$ cat src/rtl/serial_nibble_collector_if.sv
// Bus between the upstream serial source / downstream consumer and the nibble collector.
// The master drives serial bits, flush and ready; the slave returns the FIFO head and status.
interface serial_nibble_collector_if;
    logic       si;
    logic       si_valid;
    logic       clr;
    logic       dout_ready;
    logic [3:0] dout;
    logic       dout_valid;
    logic [2:0] count;
    logic [1:0] bit_cnt;
    logic       full;
    logic       overflow;

    modport master (
        output si, si_valid, clr, dout_ready,
        input  dout, dout_valid, count, bit_cnt, full, overflow
    );

    modport slave (
        input  si, si_valid, clr, dout_ready,
        output dout, dout_valid, count, bit_cnt, full, overflow
    );
endinterface

$ cat src/rtl/serial_nibble_collector.sv
// Assembles LSB-first serial bits into nibbles and queues them in a small FIFO.
// The head entry is presented combinationally; a full FIFO drops new nibbles and sets a sticky overflow.
module serial_nibble_collector #(
    parameter int DEPTH = 4
) (
    input  logic                      clk,
    input  logic                      rst,
    serial_nibble_collector_if.slave  bus
);
    logic [3:0] mem_q [DEPTH];
    logic [1:0] wr_ptr_q, wr_ptr_d;
    logic [1:0] rd_ptr_q, rd_ptr_d;
    logic [2:0] count_q, count_d;
    logic [1:0] bit_cnt_q, bit_cnt_d;
    logic [2:0] asm_q, asm_d;
    logic       overflow_q, overflow_d;

    logic       nib_done;
    logic       pop;
    logic       push;
    logic [3:0] nib;

    always_comb begin
        nib_done = bus.si_valid && (bit_cnt_q == 2'd3);
        nib      = {bus.si, asm_q};
        pop      = (count_q != 3'd0) && bus.dout_ready;
        // A full FIFO still accepts a nibble when the head leaves on the same edge.
        push     = nib_done && ((count_q != 3'(DEPTH)) || pop) && !bus.clr;

        wr_ptr_d   = wr_ptr_q;
        rd_ptr_d   = rd_ptr_q;
        count_d    = count_q;
        bit_cnt_d  = bit_cnt_q;
        asm_d      = asm_q;
        overflow_d = overflow_q;

        if (bus.clr) begin
            wr_ptr_d   = 2'd0;
            rd_ptr_d   = 2'd0;
            count_d    = 3'd0;
            bit_cnt_d  = 2'd0;
            asm_d      = 3'd0;
            overflow_d = 1'b0;
        end else begin
            if (bus.si_valid) begin
                bit_cnt_d = bit_cnt_q + 2'd1;
                if (nib_done) begin
                    asm_d = 3'd0;
                end else begin
                    for (int i = 0; i < 3; i++) begin
                        if (bit_cnt_q == 2'(i)) begin
                            asm_d[i] = bus.si;
                        end
                    end
                end
            end
            if (push) begin
                wr_ptr_d = wr_ptr_q + 2'd1;
            end
            if (pop) begin
                rd_ptr_d = rd_ptr_q + 2'd1;
            end
            count_d = count_q + {2'b00, push} - {2'b00, pop};
            if (nib_done && !push) begin
                overflow_d = 1'b1;
            end
        end
    end

    always_ff @(posedge clk) begin
        if (rst) begin
            wr_ptr_q   <= 2'd0;
            rd_ptr_q   <= 2'd0;
            count_q    <= 3'd0;
            bit_cnt_q  <= 2'd0;
            asm_q      <= 3'd0;
            overflow_q <= 1'b0;
        end else begin
            wr_ptr_q   <= wr_ptr_d;
            rd_ptr_q   <= rd_ptr_d;
            count_q    <= count_d;
            bit_cnt_q  <= bit_cnt_d;
            asm_q      <= asm_d;
            overflow_q <= overflow_d;
        end
    end

    // Storage carries no reset; dout is masked while the FIFO is empty.
    generate
        for (genvar gi = 0; gi < DEPTH; gi++) begin : g_entry
            always_ff @(posedge clk) begin
                if (!rst && push && (wr_ptr_q == 2'(gi))) begin
                    mem_q[gi] <= nib;
                end
            end
        end
    endgenerate

    assign bus.dout_valid = (count_q != 3'd0);
    assign bus.dout       = bus.dout_valid ? mem_q[rd_ptr_q] : 4'b0000;
    assign bus.count      = count_q;
    assign bus.bit_cnt    = bit_cnt_q;
    assign bus.full       = (count_q == 3'(DEPTH));
    assign bus.overflow   = overflow_q;
endmodule

$ cat src/flat_wrapper.sv
// flat-port wrapper written by rule: the top's interface ports become plain ports
module serial_nibble_collector_flat 
#(
    parameter int DEPTH = 4
)
  (clk, rst, bus_si, bus_si_valid, bus_clr, bus_dout_ready, bus_dout, bus_dout_valid, bus_count, bus_bit_cnt, bus_full, bus_overflow);
  serial_nibble_collector_if bus_i ();
  input  logic clk;
  input  logic rst;
  input wire logic [$bits(bus_i.si)-1:0] bus_si;
  input wire logic [$bits(bus_i.si_valid)-1:0] bus_si_valid;
  input wire logic [$bits(bus_i.clr)-1:0] bus_clr;
  input wire logic [$bits(bus_i.dout_ready)-1:0] bus_dout_ready;
  output wire logic [$bits(bus_i.dout)-1:0] bus_dout;
  output wire logic [$bits(bus_i.dout_valid)-1:0] bus_dout_valid;
  output wire logic [$bits(bus_i.count)-1:0] bus_count;
  output wire logic [$bits(bus_i.bit_cnt)-1:0] bus_bit_cnt;
  output wire logic [$bits(bus_i.full)-1:0] bus_full;
  output wire logic [$bits(bus_i.overflow)-1:0] bus_overflow;
  assign bus_i.si = bus_si;
  assign bus_i.si_valid = bus_si_valid;
  assign bus_i.clr = bus_clr;
  assign bus_i.dout_ready = bus_dout_ready;
  assign bus_dout = bus_i.dout;
  assign bus_dout_valid = bus_i.dout_valid;
  assign bus_count = bus_i.count;
  assign bus_bit_cnt = bus_i.bit_cnt;
  assign bus_full = bus_i.full;
  assign bus_overflow = bus_i.overflow;
  serial_nibble_collector #(.DEPTH(DEPTH)) u_core (.clk(clk), .rst(rst), .bus(bus_i));
endmodule
$ cat config.mk
export PLATFORM = sky130hd
export DESIGN_NAME = serial_nibble_collector_flat
export DESIGN_NICKNAME = d
export VERILOG_FILES = /design/src/rtl/serial_nibble_collector_if.sv /design/src/rtl/serial_nibble_collector.sv /design/src/flat_wrapper.sv
export SDC_FILE = /design/constraint.sdc
export NUM_CORES = 1
export LEC_CHECK = 0
export BUFFER_PORTS_ARGS = -buffer_cell sky130_fd_sc_hd__clkbuf_2
export CAP_MARGIN = 30
export CORE_UTILIZATION = 45
export DETAILED_ROUTE_END_ITERATION = 8
export PLACE_DENSITY = 0.66
export REMOVE_ABC_BUFFERS = 1
export SLEW_MARGIN = 20
export SYNTH_ARGS = -nofsm -noshare
export SYNTH_HDL_FRONTEND = slang
export SYNTH_SLANG_ARGS = --single-unit
$ cat constraint.sdc
create_clock -name clk -period 2.4 [get_ports clk]
set_input_delay 0.12 -clock clk [delete_from_list [all_inputs] [get_ports clk]]
set_output_delay 0.12 -clock clk [all_outputs]
set_load 0.02 [all_outputs]
==> flow_summary.ini <==
[status]
status = finished with violations
violations = DRC

[sta]
worst_pin_slew_ns = 0.3447
final-setup-viol-count = 0
layout_worst_path_cycle_share_pct = 94.15
clock.fmax_ghz = 0.4425
period_minus_slack_ns = 2.260
rsz0062_at_grt = false
fin_skew_ns = 0.007348
finalHoldViolCount = 0
fin_tns_setup_ns = 0
max-slew-margin-rel_pct = 76.92
final_max_slew_viol_count = 0

[logic_synthesis]
synth.avg_cell_area_um2 = 12.66
synth.most_common_cell = edfxtp_1
ys_top_cells_by_area = edfxtp_1 34%, dfxtp_1 21%, ha_1 8.9%, mux4_2 6.4%, nor2_1 2.7%
synthFlopType = edfxtp_1
synthCells = 111
synth_warnings = 0
synthTopCellsByCount = 16 x edfxtp_1, 15 x dfxtp_1, 10 x ha_1, 10 x nor2_1, 8 x inv_1
yosysTopAreaCell = edfxtp_1
synth_edf_count = 16
synth.top_cell.area_share_pct = 34.19
synth-seq-area-share_pct = 55.57
ys_seq_elements = 31
ys_types = 29
synth_area_um2 = 1405
synthArstFlopShare_pct = 0

[worst_setup_path]
crit_chain = nor3_4, and2b_2, ha_1, inv_1, ha_1, inv_1, fa_1, xor2_1, and2_1, nor3_1
cpMaxStageDelayCell = dfxtp_1
cp.required_ns = 2.65
critical_path_class = reg -> reg
crit_fanout = 7
critPathTopFamily = adder cells
cp-start-kind = flop
critPathCaptureType = flop
cp.buffers_inverters = 2
max_stage_delay_ns = 0.39
cp.depth = 10
r2r_cells = 10
arrival_ns = 2.51

[floorplan]
fp.coreArea_um2 = 2853
initial_core_util_pct = 49.25
die_w_um = 57.88
pin_count = 18
rows = 19
die_h_um = 57.88
die_area_um2 = 3350

[detailed_routing]
viasPerCell = 5.198
ant_nets = 0
wl_um = 2323
routedWlPerCell_um = 13.91
drc = 1
drt_iter0_drc = 17
vias = 868
dr.pass1.iters = 6

[layout]
nNetsFinal = 152
area_growth_pct = 12.91
fillers = 246
final_core_util_pct = 55.61
diodes = 0
fin_cells = 167
layout-drive-gt1-share_pct = 25.00
multiInputGateArea_um2 = 586.8
seq_area_um2 = 782.0

[pwr]
vdd_drop_max_mv = 0.3511
power_density_nw_per_um2 = 544.4
p_leak_nw = 0.6550

[clocking]
clk_latency_ns = 0.32
clk_pin_slew_ns = 0.09
cts_setup_buffers = 0
cts_root_buf = clkbuf_4
clockBufferDepth = 2
cts_sinks = 31
h-tree-depth = 2
cts_made_buffers = 5
cts_tree = yes

[run]
drv_cap = 0

[placed_design]
port_buffers = 17
finalWeightedCongestion = 0.8117
dp_hpwl_um = 1759
post-place-cells = 159

[grt]
first_global_vias = 897
grt_max_degree = 13
grt_pass1_wl_um = 4112
grt-ovfl-total = 0
antenna_found_initial = 0
grt.total_usage_pct = 17.18

[hold_path]
hold_depth = 1
hold_path_class = in -> reg
## cells in the final DEF (no fill, tap or decap), types with 3 or more instances in the layout
cell type / Yosys / layout
clkbuf_2: 0 / 17
edfxtp_1: 16 / 16
dfxtp_1: 15 / 14
nor2_1: 10 / 10
ha_1: 10 / 10
inv_1: 8 / 8
o21ai_0: 6 / 6
clkbuf_4: 0 / 5
mux4_2: 4 / 4
and3_1: 4 / 4
a21oi_1: 4 / 4
and2b_1: 3 / 3
nand2_1: 3 / 3
a22oi_1: 3 / 3
and2_1: 3 / 3
## what timing repair did
action / 4_1_cts / 5_1_grt
hold buffers: 0 / 0
hold endpoints to repair: 0 / 0
gates resized for setup: 0 / 1
endpoints found under the setup margin: 0 / 1
## kinds of logic after synthesis
family | after synthesis | share of synthesized area (%)
compound gates | 15 | 5.877
xor+xnor | 2 | 1.247
fa+ha+maj | 11 | 10.33
buf+inv | 10 | 2.672
flops | 31 | 55.57
mux | 5 | 7.124
simple gates | 37 | 17.19
## final cells by class
| cell class | count | area share, % |
|---|---|---|
| Clock inverter | 2 | 0.4732 |
| Multi-Input combinational cell | 70 | 36.99 |
| Tap cell | 31 | 2.445 |
| Sequential cell | 31 | 49.29 |
| Clock buffer | 6 | 2.603 |
| Inverter | 8 | 1.893 |
| Timing Repair Buffer | 19 | 6.309 |
## metal layers
metal | vias up | track usage (%) | wire length (µm)
met3 | 8 | 4.018 | 72
met1 | 398 | 19.97 | 1075
met4 | 0 | 11.22 | 65
met2 | 15 | 28.41 | 1109
li1 | 447 | - | -
met5 | - | 0 | 0
## state kept, by name (all words and copies together), names as in the netlist, named ones only
name / cells
u_core.bus.bit_cnt: 2
u_core.asm_q: 3
u_core.mem_q: 16
u_core.rd_ptr_q: 2
u_core.wr_ptr_q: 2
u_core.bus.count: 3
u_core.bus.overflow: 1
## final timing paths
path | start | end | slack, ns
worst max-delay path | u_core.bus.count[2]$_SDFF_PP0_ | u_core.bus.count[2]$_SDFF_PP0_ | 0.14
worst max register to register | u_core.bus.count[2]$_SDFF_PP0_ | u_core.bus.count[2]$_SDFF_PP0_ | 0.14
worst min register to register | u_core.bus.overflow$_SDFFE_PP0P_ | u_core.bus.overflow$_SDFFE_PP0P_ | 0.48
worst min-delay path | bus_si | u_core.mem_q[0][3]$_DFFE_PP_ | 0.04
## report_power, final
| group | switching (W) | internal [W] |
|---|---|---|
| Sequential | 0.00000263 | 0.000555 |
| Clock | 0.000171 | 0.000108 |
| Combinational | 0.0000166 | 0.0000104 |
## metrics by stage
step | hold slack [ns] | instance area [µm²] | setup WS (ns) | total power, W
detailed placement | 0.3887 | 1536 | 0.1324 | 0.0005973
finish | 0.04447 | 1587 | 0.1403 | 0.0008636
floorplan | 0.2189 | 1398 | 0.08051 | 0.0005837
global route | 0.05082 | 1587 | 0.01093 | 0.0008953
global placement | 0.3689 | 1536 | 0.2347 | 0.0005958
CTS | 0.03983 | 1585 | 0.08621 | 0.0008750
Power figures use the tool's default switching activity.
